File: src/rtl/seq_det_pkg.sv
// Shared types and parameter limits for the serial pattern detector.
package seq_det_pkg;

   typedef enum logic [1:0] {
      StIdle,
      StFill,
      StHunt
   } state_e;

   localparam int unsigned PatWMin = 2;
   localparam int unsigned PatWMax = 32;

   function automatic bit pat_w_legal(int unsigned w);
      return (w >= PatWMin) && (w <= PatWMax);
   endfunction

endpackage

File: src/rtl/seq_det_match_cnt.sv
// Saturating up-counter with synchronous clear; clear has priority over increment.
module seq_det_match_cnt #(
   parameter int unsigned CNT_W = 8
) (
   input  logic             clk_i,
   input  logic             rst_ni,
   input  logic             clr_i,
   input  logic             inc_i,
   output logic [CNT_W-1:0] cnt_o
);

   logic [CNT_W-1:0] cnt_q, cnt_d;

   always_comb begin
      cnt_d = cnt_q;
      if (clr_i) begin
         cnt_d = '0;
      end else if (inc_i && (cnt_q != '1)) begin
         cnt_d = cnt_q + CNT_W'(1);
      end
   end

   always_ff @(posedge clk_i or negedge rst_ni) begin
      if (!rst_ni) begin
         cnt_q <= '0;
      end else begin
         cnt_q <= cnt_d;
      end
   end

   assign cnt_o = cnt_q;

endmodule

File: src/rtl/param_seq_detector.sv
// Serial detector for a run-time loadable PAT_W-bit pattern, MSB received first.
// Define MATCH_COUNT_EN to add the saturating match_cnt_o output.
module param_seq_detector
   import seq_det_pkg::*;
#(
   parameter int unsigned PAT_W = 4,
   parameter int unsigned CNT_W = 8
) (
   input  logic             clk_i,
   input  logic             rst_ni,
   input  logic             din_valid_i,
   input  logic             din_i,
   input  logic             pat_load_i,
   input  logic [PAT_W-1:0] pattern_i,
   input  logic             overlap_i,
   output logic             match_o,
`ifdef MATCH_COUNT_EN
   output logic [CNT_W-1:0] match_cnt_o,
`endif
   output logic             armed_o
);

   if (!pat_w_legal(PAT_W)) begin : gen_bad_pat_w
      $error("param_seq_detector: PAT_W out of range");
   end
   if (CNT_W == 0) begin : gen_bad_cnt_w
      $error("param_seq_detector: CNT_W must be non-zero");
   end

   localparam int unsigned    FillW    = $clog2(PAT_W + 1);
   localparam logic [FillW-1:0] FillFull = FillW'(PAT_W);

   state_e             state_q, state_d;
   logic [PAT_W-1:0]   pat_q, pat_d;
   logic [PAT_W-1:0]   hist_q, hist_d;
   logic [FillW-1:0]   fill_q, fill_d;
   logic               match_q, match_d;

   logic               accept;
   logic [PAT_W-1:0]   hist_shift;
   logic [FillW-1:0]   fill_inc;
   logic               full;
   logic               hit;

   // A load discards any coincident beat, so it can never complete a match.
   always_comb begin
      accept     = din_valid_i && !pat_load_i && (state_q != StIdle);
      hist_shift = {hist_q[PAT_W-2:0], din_i};
      fill_inc   = (fill_q == FillFull) ? FillFull : fill_q + FillW'(1);
      full       = (fill_inc == FillFull);
      hit        = accept && full && (hist_shift == pat_q);
   end

   always_ff @(posedge clk_i or negedge rst_ni) begin
      if (!rst_ni) begin
         state_q <= StIdle;
      end else begin
         state_q <= state_d;
      end
   end

   always_comb begin
      state_d = state_q;
      unique case (state_q)
         StIdle: begin
            if (pat_load_i) state_d = StFill;
         end
         StFill, StHunt: begin
            if (pat_load_i || (hit && !overlap_i)) begin
               state_d = StFill;
            end else if (accept && full) begin
               state_d = StHunt;
            end
         end
         default: state_d = StIdle;
      endcase
   end

   always_comb begin
      pat_d   = pat_q;
      hist_d  = hist_q;
      fill_d  = fill_q;
      match_d = hit;
      if (pat_load_i) begin
         pat_d  = pattern_i;
         hist_d = '0;
         fill_d = '0;
      end else if (accept) begin
         hist_d = hist_shift;
         // Non-overlapping mode demands PAT_W fresh bits after each match.
         fill_d = (hit && !overlap_i) ? '0 : fill_inc;
      end
   end

   always_ff @(posedge clk_i or negedge rst_ni) begin
      if (!rst_ni) begin
         pat_q   <= '0;
         hist_q  <= '0;
         fill_q  <= '0;
         match_q <= 1'b0;
      end else begin
         pat_q   <= pat_d;
         hist_q  <= hist_d;
         fill_q  <= fill_d;
         match_q <= match_d;
      end
   end

   always_comb begin
      match_o = match_q;
      armed_o = (state_q != StIdle);
   end

`ifdef MATCH_COUNT_EN
   seq_det_match_cnt #(
      .CNT_W (CNT_W)
   ) u_match_cnt (
      .clk_i  (clk_i),
      .rst_ni (rst_ni),
      .clr_i  (pat_load_i),
      .inc_i  (match_d),
      .cnt_o  (match_cnt_o)
   );
`endif

endmodule

File: config.mk
export PLATFORM = sky130hd
export DESIGN_NAME = param_seq_detector
export DESIGN_NICKNAME = d
export VERILOG_FILES = /design/src/rtl/seq_det_pkg.sv /design/src/rtl/seq_det_match_cnt.sv /design/src/rtl/param_seq_detector.sv
export SDC_FILE = /design/constraint.sdc
export NUM_CORES = 1
export LEC_CHECK = 0
export CAP_MARGIN = 20
export CORE_MARGIN = 4
export CORE_UTILIZATION = 45
export DETAILED_ROUTE_END_ITERATION = 12
export GPL_TIMING_DRIVEN = 0
export PLACE_DENSITY_LB_ADDON = 0.1
export SYNTH_ARGS = -nofsm -noshare
export SYNTH_HDL_FRONTEND = slang
export SYNTH_SLANG_ARGS = --single-unit
File: constraint.sdc
create_clock -name clk_i -period 3.7 [get_ports clk_i]
set_input_delay 0.37 -clock clk_i [delete_from_list [all_inputs] [get_ports clk_i]]
set_output_delay 0.37 -clock clk_i [all_outputs]
set_load 0.005 [all_outputs]
==> reports/metrics.json, run 1 <==
{
  "detailed_routing": {
    "wire_per_inst_um": 11.7,
    "final_antenna_net_count": 0,
    "detailedRoute.firstPassIterationCount": 4,
    "drt_iter0_drc": 8,
    "routed_vias": 549,
    "post_drt_via_cell_ratio": 5.38,
    "drc": 0,
    "totalWireLength_um": 1190
  },
  "power": {
    "p_sw_mw": 0.135,
    "seq_power_share_pct": 42.7,
    "gate_power_share_pct": 36.7,
    "swShare_pct": 32.1,
    "internal_power_mw": 0.286,
    "vdd.ir_drop.worst_uv": 223,
    "power.static_leakage_nw": 0.369,
    "clockPowerShare_pct": 20.6,
    "cellPowerDensity_nw_per_um2": 479,
    "finalPower_mw": 0.421
  },
  "grt": {
    "overall_routing_resource_usage_pct": 12.8,
    "grt_overflow": 0,
    "grt_pass1_wl_um": 2000,
    "grt_start_max_net_pins": 14,
    "via_count_of_the_first_global_routing_pass": 483,
    "antenna_found_initial": 0
  },
  "synth": {
    "ys_seq_area_share_pct": 45.1,
    "ffs_latches_synth": 13,
    "synth-edff-count": 0,
    "synth_nets": 85,
    "netlist-cell-type-count": 26,
    "yosys_most_used_dff": "dfrtp_1",
    "post_synth.cell_area_avg_um2": 10.2,
    "synth-warning-count": 0,
    "netlist_instances": 71,
    "async_flop_share_pct": 100,
    "post_synth_instance_area_um2": 722
  },
  "placed_design": {
    "gpl.final_weighted_congestion": 0.777,
    "dp_slack_ps": 1710,
    "port-buffer-count": 11,
    "place.detailed.instances": 98,
    "place.detailed.hpwl_um": 926
  },
  "clocking": {
    "cts_htree_levels": 1,
    "clk_latency_ps": 270,
    "post-cts-setup-buffers": 0,
    "ctsRootBufferMaster": "clkbuf_4",
    "postCtsHoldBufs": 0,
    "cts_sinks": 13,
    "clk_transition_reported_paths_ps": 80,
    "cts_buffers": 3,
    "clk_path_buf_depth": 2,
    "cts_resized": 0,
    "tritoncts": "yes"
  },
  "sta": {
    "final-setup-viol-count": 0,
    "slew_violations": 0,
    "clock-skew-final_ps": 0.476,
    "final_hold_viol_count": 0,
    "tightestPinTransition_ps": 564,
    "slew-limit-headroom_pct": 62.3,
    "rsz0062_at_grt": "no",
    "period_needed_ps": 1840,
    "maximum_frequency_from_static_timing_analysis_mhz": 545,
    "fin_ws_ps": 1860,
    "timing.setup.tns_ps": 0,
    "period_share_pct": 49.6
  },
  "floorplanning": {
    "dieArea_um2": 2310,
    "die-height_um": 48.1,
    "pin_count": 12,
    "die-width_um": 48.1,
    "initial_util_pct": 47.9,
    "placement_rows": 14,
    "core_region_area_um2": 1510
  },
  "critical_path": {
    "timing.critical_path.cells": "inv_1 -> ha_1 -> inv_1 -> clkdlybuf4s50_1",
    "critical-path-top-delay-family": "buffers and inverters",
    "worst_flop_to_flop_path_endpoint": "state_q[1]",
    "max_stage_delay_ps": 480,
    "cell_mode_on_critical_path": "inv_1",
    "cp_num_buf_inv": 3,
    "worst-endpoint-arrival_ps": 1470,
    "cp_slowest_cell": "clkdlybuf4s50_1",
    "critical_path_peak_fanout": 4,
    "timing.critical_path.to_type": "output pin",
    "worst-setup-path-type": "reg -> out",
    "reg2reg_depth": 6,
    "worst_ep_required_time_ps": 3330,
    "ff2ff_setup_slack_ps": 1950,
    "start_kind": "register",
    "crit-reg2reg-launch": "state_q[0]"
  },
  "final_layout": {
    "n_fill_cell": 142,
    "finalNonFillerCells": 102,
    "design.final.nets": 101,
    "multi_input_comb_area_um2": 367,
    "register_area_um2": 325,
    "final_antenna_diode_count": 0,
    "utilization_pct": 58.3,
    "areaGrowthSynthToFinish_pct": 21.7,
    "final_layout_size_suffix_gt1_share_pct": 11.6
  },
  "status": {
    "status": "complete, no violations"
  },
  "min_path": {
    "min_path_type": "in -> async"
  },
  "job": {
    "max-cap-violations": 0
  }
}
[cells in the mapped netlist, types with 2 or more instances]
library cell  instances  area share, %
mux2_2                4            6.2
xnor2_1               4            4.9
dfrtp_1              13             45
clkbuf_1              2            1.0
ha_1                  4            6.9
nand2_1               6            3.1
nand3_1               2            1.4
inv_1                 6            3.1
o31ai_1               2            2.1
nand2b_1              5            4.3
o21ai_0               4            2.8
nor3b_1               2            2.1
nor2_1                4            2.1
[state kept, by name (all words and copies together), names as in the netlist]
name and cells:
pat_q 4, hist_q 3, fill_q 3, match_o 1
state_q 2
[cell families after synthesis]
kind of cell | after synthesis | synth area share [%]
xor+xnor | 4 | 4.85
mux | 5 | 7.63
compound gates | 13 | 13.0
fa+ha+maj | 4 | 6.93
flops | 13 | 45.1
buf+inv | 8 | 4.16
simple gates | 24 | 18.4
[layout make-up]
| type | instances | share of cell area, % |
|---|---|---|
| Sequential cell | 13 | 37.0 |
| Buffer | 2 | 0.855 |
| Timing Repair Buffer | 11 | 12.5 |
| Inverter | 6 | 2.56 |
| Tap cell | 16 | 2.28 |
| Multi-Input combinational cell | 50 | 41.7 |
| Clock buffer | 4 | 2.99 |
[worst max-delay path by stage]
stage                          start         end  slack [ps]  cells after the start
after floorplan           state_q[0]  state_q[1]        2060                      6
after CTS                 state_q[0]     armed_o        1840                      4
after global placement    pat_load_i  state_q[1]        1700                      5
after global routing      state_q[0]     armed_o        1810                      4
after detailed placement  pat_load_i  state_q[1]        1710                      5
final                     state_q[0]     armed_o        1860                      4
[power by group through the flow]
stage / clock, mW / combinational [mW] / sequential [mW]
after floorplan: 0 / 0.112 / 0.180
after global placement: 0 / 0.154 / 0.182
after detailed placement: 0 / 0.156 / 0.183
after CTS: 0.0904 / 0.157 / 0.180
after global routing: 0.0968 / 0.176 / 0.183
final: 0.0866 / 0.155 / 0.180
[placed cells by master (no fill, tap or decap), drive strengths merged, types with 2 or more instances in the layout]
| master | synthesis | final |
|---|---|---|
| dfrtp | 13 | 13 |
| clkdlybuf4s50 | 0 | 11 |
| inv | 6 | 6 |
| nand2 | 6 | 6 |
| clkbuf | 2 | 6 |
| nand2b | 5 | 5 |
| nor2 | 5 | 5 |
| xnor2 | 4 | 4 |
| o21ai | 4 | 4 |
| mux2 | 4 | 4 |
| ha | 4 | 4 |
| nor3b | 2 | 2 |
| nand3 | 2 | 2 |
| o31ai | 2 | 2 |
| a21oi | 2 | 2 |
[metal layers]
| layer | track usage [%] | vias to the layer above | part of all wire (%) |
|---|---|---|---|
| met5 | 0 | - | 0 |
| met4 | 8.06 | 0 | 2.1 |
| met3 | 2.26 | 4 | 6.5 |
| met2 | 19.8 | 15 | 44 |
| met1 | 16.6 | 254 | 47 |
| li1 | - | 276 | - |
[metrics by stage]
stage	instance area, um2	hold WS, ps
5_1_grt	878	509
4_1_cts	878	479
6_report	878	455
3_5_place_dp	852	521
2_1_floorplan	722	74.4
3_3_place_gp	852	512
(Power assumes the default switching activity.)
==> run 2, diff against run 1 <==
- clock period: 3.7 -> 1.9 ns (I/O delays scaled with it)
==> results of run 2 <==
The final DEF is identical to that of run 1. Status: complete, no violations.
Among the figures that moved: setup slack after placement 1710 ps -> 86.6 ps; setup slack after layout 1860 ps -> 146 ps; hold slack 455 ps -> 275 ps; end point of the critical path armed_o -> state_q[1]; register-to-register setup slack 1950 ps -> 150 ps; total power 0.421 mW -> 0.820 mW; worst IR drop on VDD 223 uV -> 433 uV
==> run 3, diff against run 2 <==
- CORE_MARGIN: 4 -> 10
==> run 3 against run 2 <==
Clock power is 2% lower. Wire length is 7.6% higher. First-iteration DRC count is 25% higher. Count of clock-buffer cells in the layout stayed put. Register-to-register slack better by 20 ps. Combinational power hardly changed. Via count is 1.1% lower. Critical path depth stayed put. Highest routed layer unchanged. Design area stayed put.
==> reports/metrics.json, run 3 (synthesis results as in run 1) <==
{
  "grt": {
    "overall_routing_resource_usage_pct": 8.07,
    "antenna_found_initial": 0,
    "grt_start_max_net_pins": 14,
    "grt_pass1_wl_um": 2240,
    "via_count_of_the_first_global_routing_pass": 521,
    "grt_overflow": 0
  },
  "sta": {
    "rsz0062_at_grt": "no",
    "maximum_frequency_from_static_timing_analysis_mhz": 575,
    "period_share_pct": 91.5,
    "slew-limit-headroom_pct": 62.5,
    "slew_violations": 0,
    "final.hold.worst_slack_ps": 278,
    "timing.setup.tns_ps": 0,
    "final-setup-viol-count": 0,
    "final_hold_viol_count": 0,
    "period_needed_ps": 1740,
    "tightestPinTransition_ps": 560,
    "clock-skew-final_ps": 2.25
  },
  "detailed_routing": {
    "drc": 0,
    "final_antenna_net_count": 0,
    "detailedRoute.firstPassIterationCount": 4,
    "routed_vias": 543,
    "wire_per_inst_um": 12.6,
    "post_drt_via_cell_ratio": 5.32,
    "totalWireLength_um": 1280,
    "drt_iter0_drc": 10
  },
  "critical_path": {
    "start_kind": "register",
    "crit-reg2reg-launch": "fill_q[0]",
    "timing.critical_path.to_type": "register",
    "startpoint": "fill_q[0]",
    "number_of_logic_stages_on_the_critical_path_including_buffering": 6,
    "worst_ep_required_time_ps": 2050,
    "worst-endpoint-arrival_ps": 1890,
    "cp_num_buf_inv": 1,
    "max_stage_delay_ps": 450,
    "critical_path_peak_fanout": 3,
    "reg2reg_depth": 6,
    "timing.critical_path.cells": "inv_1 -> ha_1 -> nand2b_1 -> a2111o_1 -> o21ai_0 -> mux2i_1",
    "cp_slowest_cell": "a2111o_1",
    "critical-path-top-delay-family": "compound AO/OA/AOI/OAI gates",
    "worst-setup-path-type": "reg -> reg"
  },
  "placed_design": {
    "place.detailed.hpwl_um": 1010,
    "place.detailed.instances": 98,
    "port-buffer-count": 11,
    "gpl.final_weighted_congestion": 0.750
  },
  "final_layout": {
    "utilization_pct": 58.3,
    "multi_input_comb_area_um2": 367,
    "largest_reg_flops": 4,
    "largest_registers": "pat_q: 4 flops, fill_q: 3 flops, hist_q: 3 flops",
    "n_fill_cell": 131,
    "finalNonFillerCells": 102,
    "areaGrowthSynthToFinish_pct": 21.7,
    "layout.cells.most_common_list": "13 x dfrtp_1, 11 x clkdlybuf4s50_1, 6 x inv_1, 6 x nand2_1, 5 x nand2b_1",
    "register_area_um2": 325,
    "design.final.nets": 101,
    "final_layout_size_suffix_gt1_share_pct": 11.6,
    "register_containing_the_most_flip_flops_in_the_final_layout": "pat_q",
    "final_antenna_diode_count": 0,
    "layout.cells.most_common": "dfrtp_1"
  },
  "power": {
    "finalPower_mw": 0.814,
    "power.static_leakage_nw": 0.369,
    "cellPowerDensity_nw_per_um2": 927,
    "vdd.ir_drop.worst_uv": 545
  },
  "floorplanning": {
    "dieArea_um2": 3610,
    "die-width_um": 60.1,
    "initial_util_pct": 47.9,
    "die-height_um": 60.1,
    "core_region_area_um2": 1510,
    "placement_rows": 14,
    "pin_count": 12
  },
  "clocking": {
    "cts_sinks": 13,
    "post-cts-setup-buffers": 0,
    "cts_resized": 0,
    "clk_transition_reported_paths_ps": 80,
    "ctsRootBufferMaster": "clkbuf_4",
    "tritoncts": "yes",
    "cts_buffers": 3,
    "clk_latency_ps": 270,
    "cts_htree_levels": 1,
    "clk_path_buf_depth": 2,
    "postCtsHoldBufs": 0
  },
  "job": {
    "max-cap-violations": 0
  },
  "status": {
    "status": "complete, no violations"
  },
  "min_path": {
    "min_path_type": "in -> async"
  }
}
==> run 3: cell counts in the layout (fill, tap and decap cells not counted) <==
Identical to the previous run, type by type.
==> run 3: worst paths after layout <==
path | endpoint | slack [ps]
worst max-delay path | state_q[1] | 160
worst min-delay path | hist_q[0] | 280
max in group asynchronous | state_q[1] | 1250
worst min register to register | pat_q[0] | 530
min in group clk_i | pat_q[3] | 530
worst max register to register | state_q[1] | 160
==> run 3: report_power, final <==
part / switching [mW] / internal (mW) / total [mW]
sequential: 0.0294 / 0.320 / 0.350
clock: 0.0836 / 0.0812 / 0.165
combinational: 0.145 / 0.155 / 0.300
total: 0.258 / 0.556 / 0.814
==> run 3: layer usage <==
layer	share of wire (%)	track usage (%)
met3	5.7	3.18
met5	0	0
met4	1.6	5.77
met1	50	10.1
met2	43	10.9
==> run 3: area by class of cell <==
type | count | share of cell area (%)
multi-input cells | 50 | 41.7
well taps | 16 | 2.28
repair buffers | 11 | 12.5
plain buffers | 2 | 0.855
inverters | 6 | 2.56
clock buffers | 4 | 2.99
flip-flops and latches | 13 | 37.0
==> run 3: metrics by stage <==
stage	cell area [um2]	setup WS (ps)
2_1_floorplan	722	261
3_3_place_gp	852	91.6
3_5_place_dp	852	90.1
4_1_cts	878	147
5_1_grt	878	36.5
6_report	878	162
